### config.mk
export PLATFORM = sky130hd
export DESIGN_NAME = frame_streamer_flat
export DESIGN_NICKNAME = d
export VERILOG_FILES = /design/src/rtl/frame_streamer_if.sv /design/src/rtl/frame_streamer.sv /design/src/flat_wrapper.sv
export SDC_FILE = /design/constraint.sdc
export NUM_CORES = 1
export LEC_CHECK = 0
export ABC_AREA = 1
export CAP_MARGIN = 15
export CORE_MARGIN = 3
export CORE_UTILIZATION = 45
export CTS_CLUSTER_SIZE = 20
export DETAILED_ROUTE_END_ITERATION = 6
export GPL_ROUTABILITY_DRIVEN = 0
export PLACE_DENSITY = 0.79
export SLEW_MARGIN = 20
export SYNTH_ARGS = -nofsm -noshare
export SYNTH_HDL_FRONTEND = slang
export SYNTH_SLANG_ARGS = --single-unit
### constraint.sdc
create_clock -name clk_in -period 2.15 [get_ports clk_in]
set_input_delay 0.43 -clock clk_in [delete_from_list [all_inputs] [get_ports clk_in]]
set_output_delay 0.43 -clock clk_in [all_outputs]
set_load 0.005 [all_outputs]
### src/rtl/frame_streamer_if.sv
// Frame-streamer bundle: start/pause control, frame-memory read port and pixel stream.
// master is the streamer side; slave is the memory/consumer side.
interface frame_streamer_if #(
  parameter int unsigned ADDR_W = 16
);
  logic              start_in;
  logic              pause_in;
  logic [ADDR_W-1:0] rd_addr_out;
  logic [7:0]        rd_data_in;
  logic              data_valid_out;
  logic [7:0]        pixel_data_out;
  logic [10:0]       hcount_out;
  logic [9:0]        vcount_out;
  logic              busy_out;
  logic              frame_done_out;

  modport master (
    input  start_in, pause_in, rd_data_in,
    output rd_addr_out, data_valid_out, pixel_data_out, hcount_out, vcount_out,
    output busy_out, frame_done_out
  );

  modport slave (
    output start_in, pause_in, rd_data_in,
    input  rd_addr_out, data_valid_out, pixel_data_out, hcount_out, vcount_out,
    input  busy_out, frame_done_out
  );
endinterface

### src/rtl/frame_streamer.sv
// Streams one raster-ordered frame out of a fixed-latency frame memory per start request.
// Coordinates ride a token pipe matched to the memory latency so they line up with the data.
module frame_streamer #(
  parameter int unsigned HRES       = 180,
  parameter int unsigned VRES       = 320,
  parameter int unsigned RD_LATENCY = 2
) (
  input logic              clk_in,
  input logic              rst_in,
  frame_streamer_if.master bus
);
  localparam int unsigned ADDR_W = $clog2(HRES * VRES);

  localparam logic [1:0] StIdle  = 2'd0;
  localparam logic [1:0] StIssue = 2'd1;
  localparam logic [1:0] StDrain = 2'd2;

  localparam logic [10:0] HLast = 11'(HRES - 1);
  localparam logic [9:0]  VLast = 10'(VRES - 1);

  logic [1:0]        state_q, state_d;
  logic [10:0]       h_q, h_d;
  logic [9:0]        v_q, v_d;
  logic [ADDR_W-1:0] addr_q, addr_d;
  logic              tok_valid;

  logic [RD_LATENCY-1:0]       pv_q;
  logic [RD_LATENCY-1:0][10:0] ph_q;
  logic [RD_LATENCY-1:0][9:0]  pvv_q;

  logic        out_valid;
  logic [10:0] out_h;
  logic [9:0]  out_v;
  logic        last_issue;
  logic        frame_done;

  assign out_valid  = pv_q[RD_LATENCY-1];
  assign out_h      = ph_q[RD_LATENCY-1];
  assign out_v      = pvv_q[RD_LATENCY-1];
  assign last_issue = (h_q == HLast) && (v_q == VLast);
  assign frame_done = out_valid && (out_h == HLast) && (out_v == VLast);

  always_comb begin
    state_d   = state_q;
    h_d       = h_q;
    v_d       = v_q;
    addr_d    = addr_q;
    tok_valid = 1'b0;
    case (state_q)
      StIdle: begin
        if (bus.start_in) begin
          state_d = StIssue;
          h_d     = '0;
          v_d     = '0;
          addr_d  = '0;
        end
      end
      StIssue: begin
        if (!bus.pause_in) begin
          tok_valid = 1'b1;
          // Counters stop on the final pixel so the address bus holds its last value.
          if (last_issue) begin
            state_d = StDrain;
          end else begin
            addr_d = addr_q + ADDR_W'(1);
            if (h_q == HLast) begin
              h_d = '0;
              v_d = v_q + 10'd1;
            end else begin
              h_d = h_q + 11'd1;
            end
          end
        end
      end
      StDrain: begin
        if (frame_done) state_d = StIdle;
      end
      default: state_d = StIdle;
    endcase
  end

  always_ff @(posedge clk_in) begin
    if (rst_in) begin
      state_q <= StIdle;
      h_q     <= '0;
      v_q     <= '0;
      addr_q  <= '0;
      pv_q    <= '0;
      ph_q    <= '0;
      pvv_q   <= '0;
    end else begin
      state_q <= state_d;
      h_q     <= h_d;
      v_q     <= v_d;
      addr_q  <= addr_d;
      for (int i = RD_LATENCY - 1; i > 0; i--) begin
        pv_q[i]  <= pv_q[i-1];
        ph_q[i]  <= ph_q[i-1];
        pvv_q[i] <= pvv_q[i-1];
      end
      pv_q[0]  <= tok_valid;
      ph_q[0]  <= h_q;
      pvv_q[0] <= v_q;
    end
  end

  assign bus.rd_addr_out    = addr_q;
  assign bus.data_valid_out = out_valid;
  // Gate the memory data so the pixel bus never shows X between pixels.
  assign bus.pixel_data_out = out_valid ? bus.rd_data_in : 8'd0;
  assign bus.hcount_out     = out_h;
  assign bus.vcount_out     = out_v;
  assign bus.busy_out       = (state_q != StIdle);
  assign bus.frame_done_out = frame_done;
endmodule

### src/flat_wrapper.sv
// flat-port wrapper written by rule: the top's interface ports become plain ports
module frame_streamer_flat 
#(
  parameter int unsigned HRES       = 180,
  parameter int unsigned VRES       = 320,
  parameter int unsigned RD_LATENCY = 2
)
  (clk_in, rst_in, bus_start_in, bus_pause_in, bus_rd_data_in, bus_rd_addr_out, bus_data_valid_out, bus_pixel_data_out, bus_hcount_out, bus_vcount_out, bus_busy_out, bus_frame_done_out);
  frame_streamer_if #(.ADDR_W(($clog2(HRES * VRES)))) bus_i ();
  input logic clk_in;
  input logic rst_in;
  input wire logic [$bits(bus_i.start_in)-1:0] bus_start_in;
  input wire logic [$bits(bus_i.pause_in)-1:0] bus_pause_in;
  input wire logic [$bits(bus_i.rd_data_in)-1:0] bus_rd_data_in;
  output wire logic [$bits(bus_i.rd_addr_out)-1:0] bus_rd_addr_out;
  output wire logic [$bits(bus_i.data_valid_out)-1:0] bus_data_valid_out;
  output wire logic [$bits(bus_i.pixel_data_out)-1:0] bus_pixel_data_out;
  output wire logic [$bits(bus_i.hcount_out)-1:0] bus_hcount_out;
  output wire logic [$bits(bus_i.vcount_out)-1:0] bus_vcount_out;
  output wire logic [$bits(bus_i.busy_out)-1:0] bus_busy_out;
  output wire logic [$bits(bus_i.frame_done_out)-1:0] bus_frame_done_out;
  assign bus_i.start_in = bus_start_in;
  assign bus_i.pause_in = bus_pause_in;
  assign bus_i.rd_data_in = bus_rd_data_in;
  assign bus_rd_addr_out = bus_i.rd_addr_out;
  assign bus_data_valid_out = bus_i.data_valid_out;
  assign bus_pixel_data_out = bus_i.pixel_data_out;
  assign bus_hcount_out = bus_i.hcount_out;
  assign bus_vcount_out = bus_i.vcount_out;
  assign bus_busy_out = bus_i.busy_out;
  assign bus_frame_done_out = bus_i.frame_done_out;
  frame_streamer #(.HRES(HRES), .VRES(VRES), .RD_LATENCY(RD_LATENCY)) u_core (.clk_in(clk_in), .rst_in(rst_in), .bus(bus_i));
endmodule
==> results.md, run 1 <==
* Worst-Margin Slew at 0.4904 ns
* Crit path from: u_core.state_q[0]
* Via count at 3655
* FMAX at 511.6 MHz
* Req. time, crit path at 1.72 ns
* Yosys top cell area share at 0.4162
* CP Launch Type: flip-flop
* CTS tree: built
* DIE WIDTH at 100.2 um
* Final period utilization at 0.9092
* Fillers at 812
* Total wire length at 8640 um
* Final ANT Viol Nets at 0
* Largest cells by area after synthesis: dfxtp_1, nand2_1, nor2_1
* Nets at 652
* IO Pins at 60
* Tmin final at 1.955 ns
* HP Class: primary input to flip-flop
* DR WL/cell at 11.57 um
* Fin Setup TNS at 0 ns
* Die area at 10040 sq um
* Clock buffer depth at 2
* Hold Buf Count CTS at 0
* Worst-path clk slew at 0.09 ns
* Die H at 100.2 um
* Power Total at 3.012 mW
* R2r startpoint: u_core.state_q[0]
* Htree depth at 3
* CTS sink count at 83
* DR vias/cell at 4.893
* Vias in the first global route at 3358
* Syn Inst Count at 595
* Port buffer count at 59
* Initial core utilization at 0.4740
* Power per cell area at 632.4 nW/um^2
* Setup Skew at 0.01035 ns
* Hpwl dp at 6259 um
* WP data arrival at 1.52 ns
* Ant diodes at 0
* Final slew viol count at 0
* Clk_lat worst skew at 0.35 ns
* Final instance area at 4763 sq um
* Cell area after synthesis at 3993 sq um
* Crit Path Max Fanout at 5
* Area Growth Syn to Fin at 19.30%
* Row cnt at 33
* Post-route DRC violation count at 0
* Rel. slew slack at 0.6731
* Core area at 8423 sq um
* Initial antenna violation count at 0
* Largest net degree at the start of global routing at 52
* Critical Path End Type: output port
* Root Buffer: clkbuf_8
* Share of layout cells above drive strength 1 at 0.08411
* CP Class: flip-flop to output port
* GR Util All Layers at 0.1773
* Leak Pwr at 1.905 nW
* Worst hold start: rst_in
* Final Hold Vio Count at 0
* Global route total overflow at 0
* Placed inst area at 4536 sq um
* RSZ-0062 raised after global routing: no
* Global-route wire length before repair at 14650 um
* Biggest area consumer among synthesized cells: dfxtp_1
* Detailed Route Iter0 Violations at 302
* Syn_nets at 610
* Seq/Total Area, Yosys at 0.4162
* Hold_ws at 0.3705 ns
* Yosys reg bits at 83
* Reg2reg path depth at 7
* # setup viols final at 0
* Avg Inst Size Synth at 6.710 sq um
* Hold depth at 2
* Number of max-cap violations at 0
* Synth warn at 0
* Max VDD drop at 0.2780 mV
* Router iterations before antenna repair at 5
* Run status: finished, final reports clean
* TritonCTS Buffers at 9
* Synth cell types at 32
-- per-stage QoR --
step                worst slack (ns)  utilization  cells
global route                  0.1535       0.5655    747
floorplan                     0.5898            -    595
global placement              0.1244       0.5385    730
detailed placement           0.09178       0.5385    730
finish                        0.1953       0.5655    747
CTS                           0.1908       0.5655    747
-- layout make-up --
| cell class | instances | area [sq um] | share of cell area |
|---|---|---|---|
| multi-input cells | 383 | 1748 | 0.3670 |
| flip-flops and latches | 83 | 1664 | 0.3494 |
| repair buffers | 71 | 674.4 | 0.1416 |
| inverters | 89 | 336.6 | 0.07066 |
| clock buffers | 10 | 137.6 | 0.02889 |
| well taps | 105 | 131.4 | 0.02758 |
| clock inverters | 6 | 71.32 | 0.01497 |
-- sequential cells by signal, summed over array words and instances (netlist names) --
signal and count:
u_core.bus.hcount_out 11, u_core.h_q 11, u_core.ph_q 11, u_core.state_q 2, u_core.v_q 10, u_core.pvv_q 10
u_core.pv_q 2, u_core.bus.vcount_out 10, u_core.bus.rd_addr_out 16
-- layer usage --
| metal | track usage | routed length, um | share of wire | vias up |
|---|---|---|---|---|
| met5 | 0 | 0 | 0 | - |
| met4 | 0.06839 | 146 | 0.017 | 0 |
| met1 | 0.2272 | 3904 | 0.45 | 1601 |
| li1 | - | - | - | 1871 |
| met2 | 0.2961 | 4007 | 0.46 | 165 |
| met3 | 0.03266 | 582 | 0.067 | 18 |
-- what timing repair did --
item / in CTS / in global routing
hold endpoints to repair: 0 / 0
setup buffers: 1 / 0
setup endpoints to repair: 1 / 0
gates resized for setup: 5 / 0
-- final timing paths --
path | end | slack, ns
max reg2reg | u_core.h_q[8] | 0.33
min reg2reg | u_core.bus.hcount_out[4] | 0.40
min | u_core.bus.rd_addr_out[3] | 0.37
max | bus_busy_out | 0.20
-- cell usage after synthesis, drive strengths merged --
master,count
a21oi,20
a31oi,1
and2,1
buf,37
clkbuf,3
clkinv,1
dfxtp,83
ha,3
inv,88
nand2,146
nand3,52
nand3b,2
nand4,7
nor2,121
nor3,8
nor3b,2
o21ai,13
o22ai,1
xnor2,1
xor2,5
-- placed cells by master, fill, tap and decap left out, types with 2 or more instances in the layout --
| cell | Yosys | final |
|---|---|---|
| dfxtp_2 | 0 | 2 |
| nor2_1 | 114 | 114 |
| nand3_1 | 50 | 49 |
| xor2_1 | 5 | 5 |
| buf_4 | 24 | 12 |
| nand3_2 | 1 | 2 |
| nand2_2 | 7 | 7 |
| nand2_1 | 139 | 139 |
| nand3b_1 | 2 | 2 |
| inv_6 | 0 | 2 |
| dfxtp_1 | 83 | 81 |
| inv_1 | 85 | 85 |
| clkbuf_8 | 0 | 10 |
| nor3_1 | 8 | 7 |
| nor2_4 | 4 | 4 |
| nor2_2 | 3 | 3 |
| clkdlybuf4s50_1 | 0 | 57 |
| o21ai_0 | 13 | 13 |
| clkinvlp_4 | 0 | 2 |
| a21oi_1 | 18 | 18 |
| inv_2 | 2 | 2 |
| nor3b_1 | 2 | 2 |
| nand4_1 | 7 | 7 |
| ha_1 | 3 | 3 |
-- cell families (layout without fill, tap and decap cells) --
group	count (synthesis)	in the layout	synth area share
buffers and inverters	129	176	0.1485
adders and majority gates	3	3	0.009402
and+or+nand+nor	339	339	0.3645
xor gates and xnor gates	6	6	0.01316
DFF	83	83	0.4162
AOI/OAI and AO/OA	35	35	0.04826
-- critical path, cell delays in order (launching register included) --
cell	delay, ns
dfxtp_1	0.45
inv_1	0.10
nand2_2	0.11
clkdlybuf4s50_1	0.51
-- report_power, final --
| part | leakage, nW | switching [mW] | internal (mW) | total (mW) |
|---|---|---|---|---|
| Combinational | 1.13 | 0.179 | 0.103 | 0.283 |
| Clock | 0.0995 | 0.574 | 0.579 | 1.15 |
| Sequential | 0.671 | 0.0207 | 1.56 | 1.58 |
Note: power is estimated with default switching activity, not from simulation.
==> run 2: changes to the inputs <==
Settings changed: ABC_CLOCK_PERIOD_IN_PS set to 2150.
==> results of run 2 <==
Final layout, timing and power as in run 1 (identical DEF).
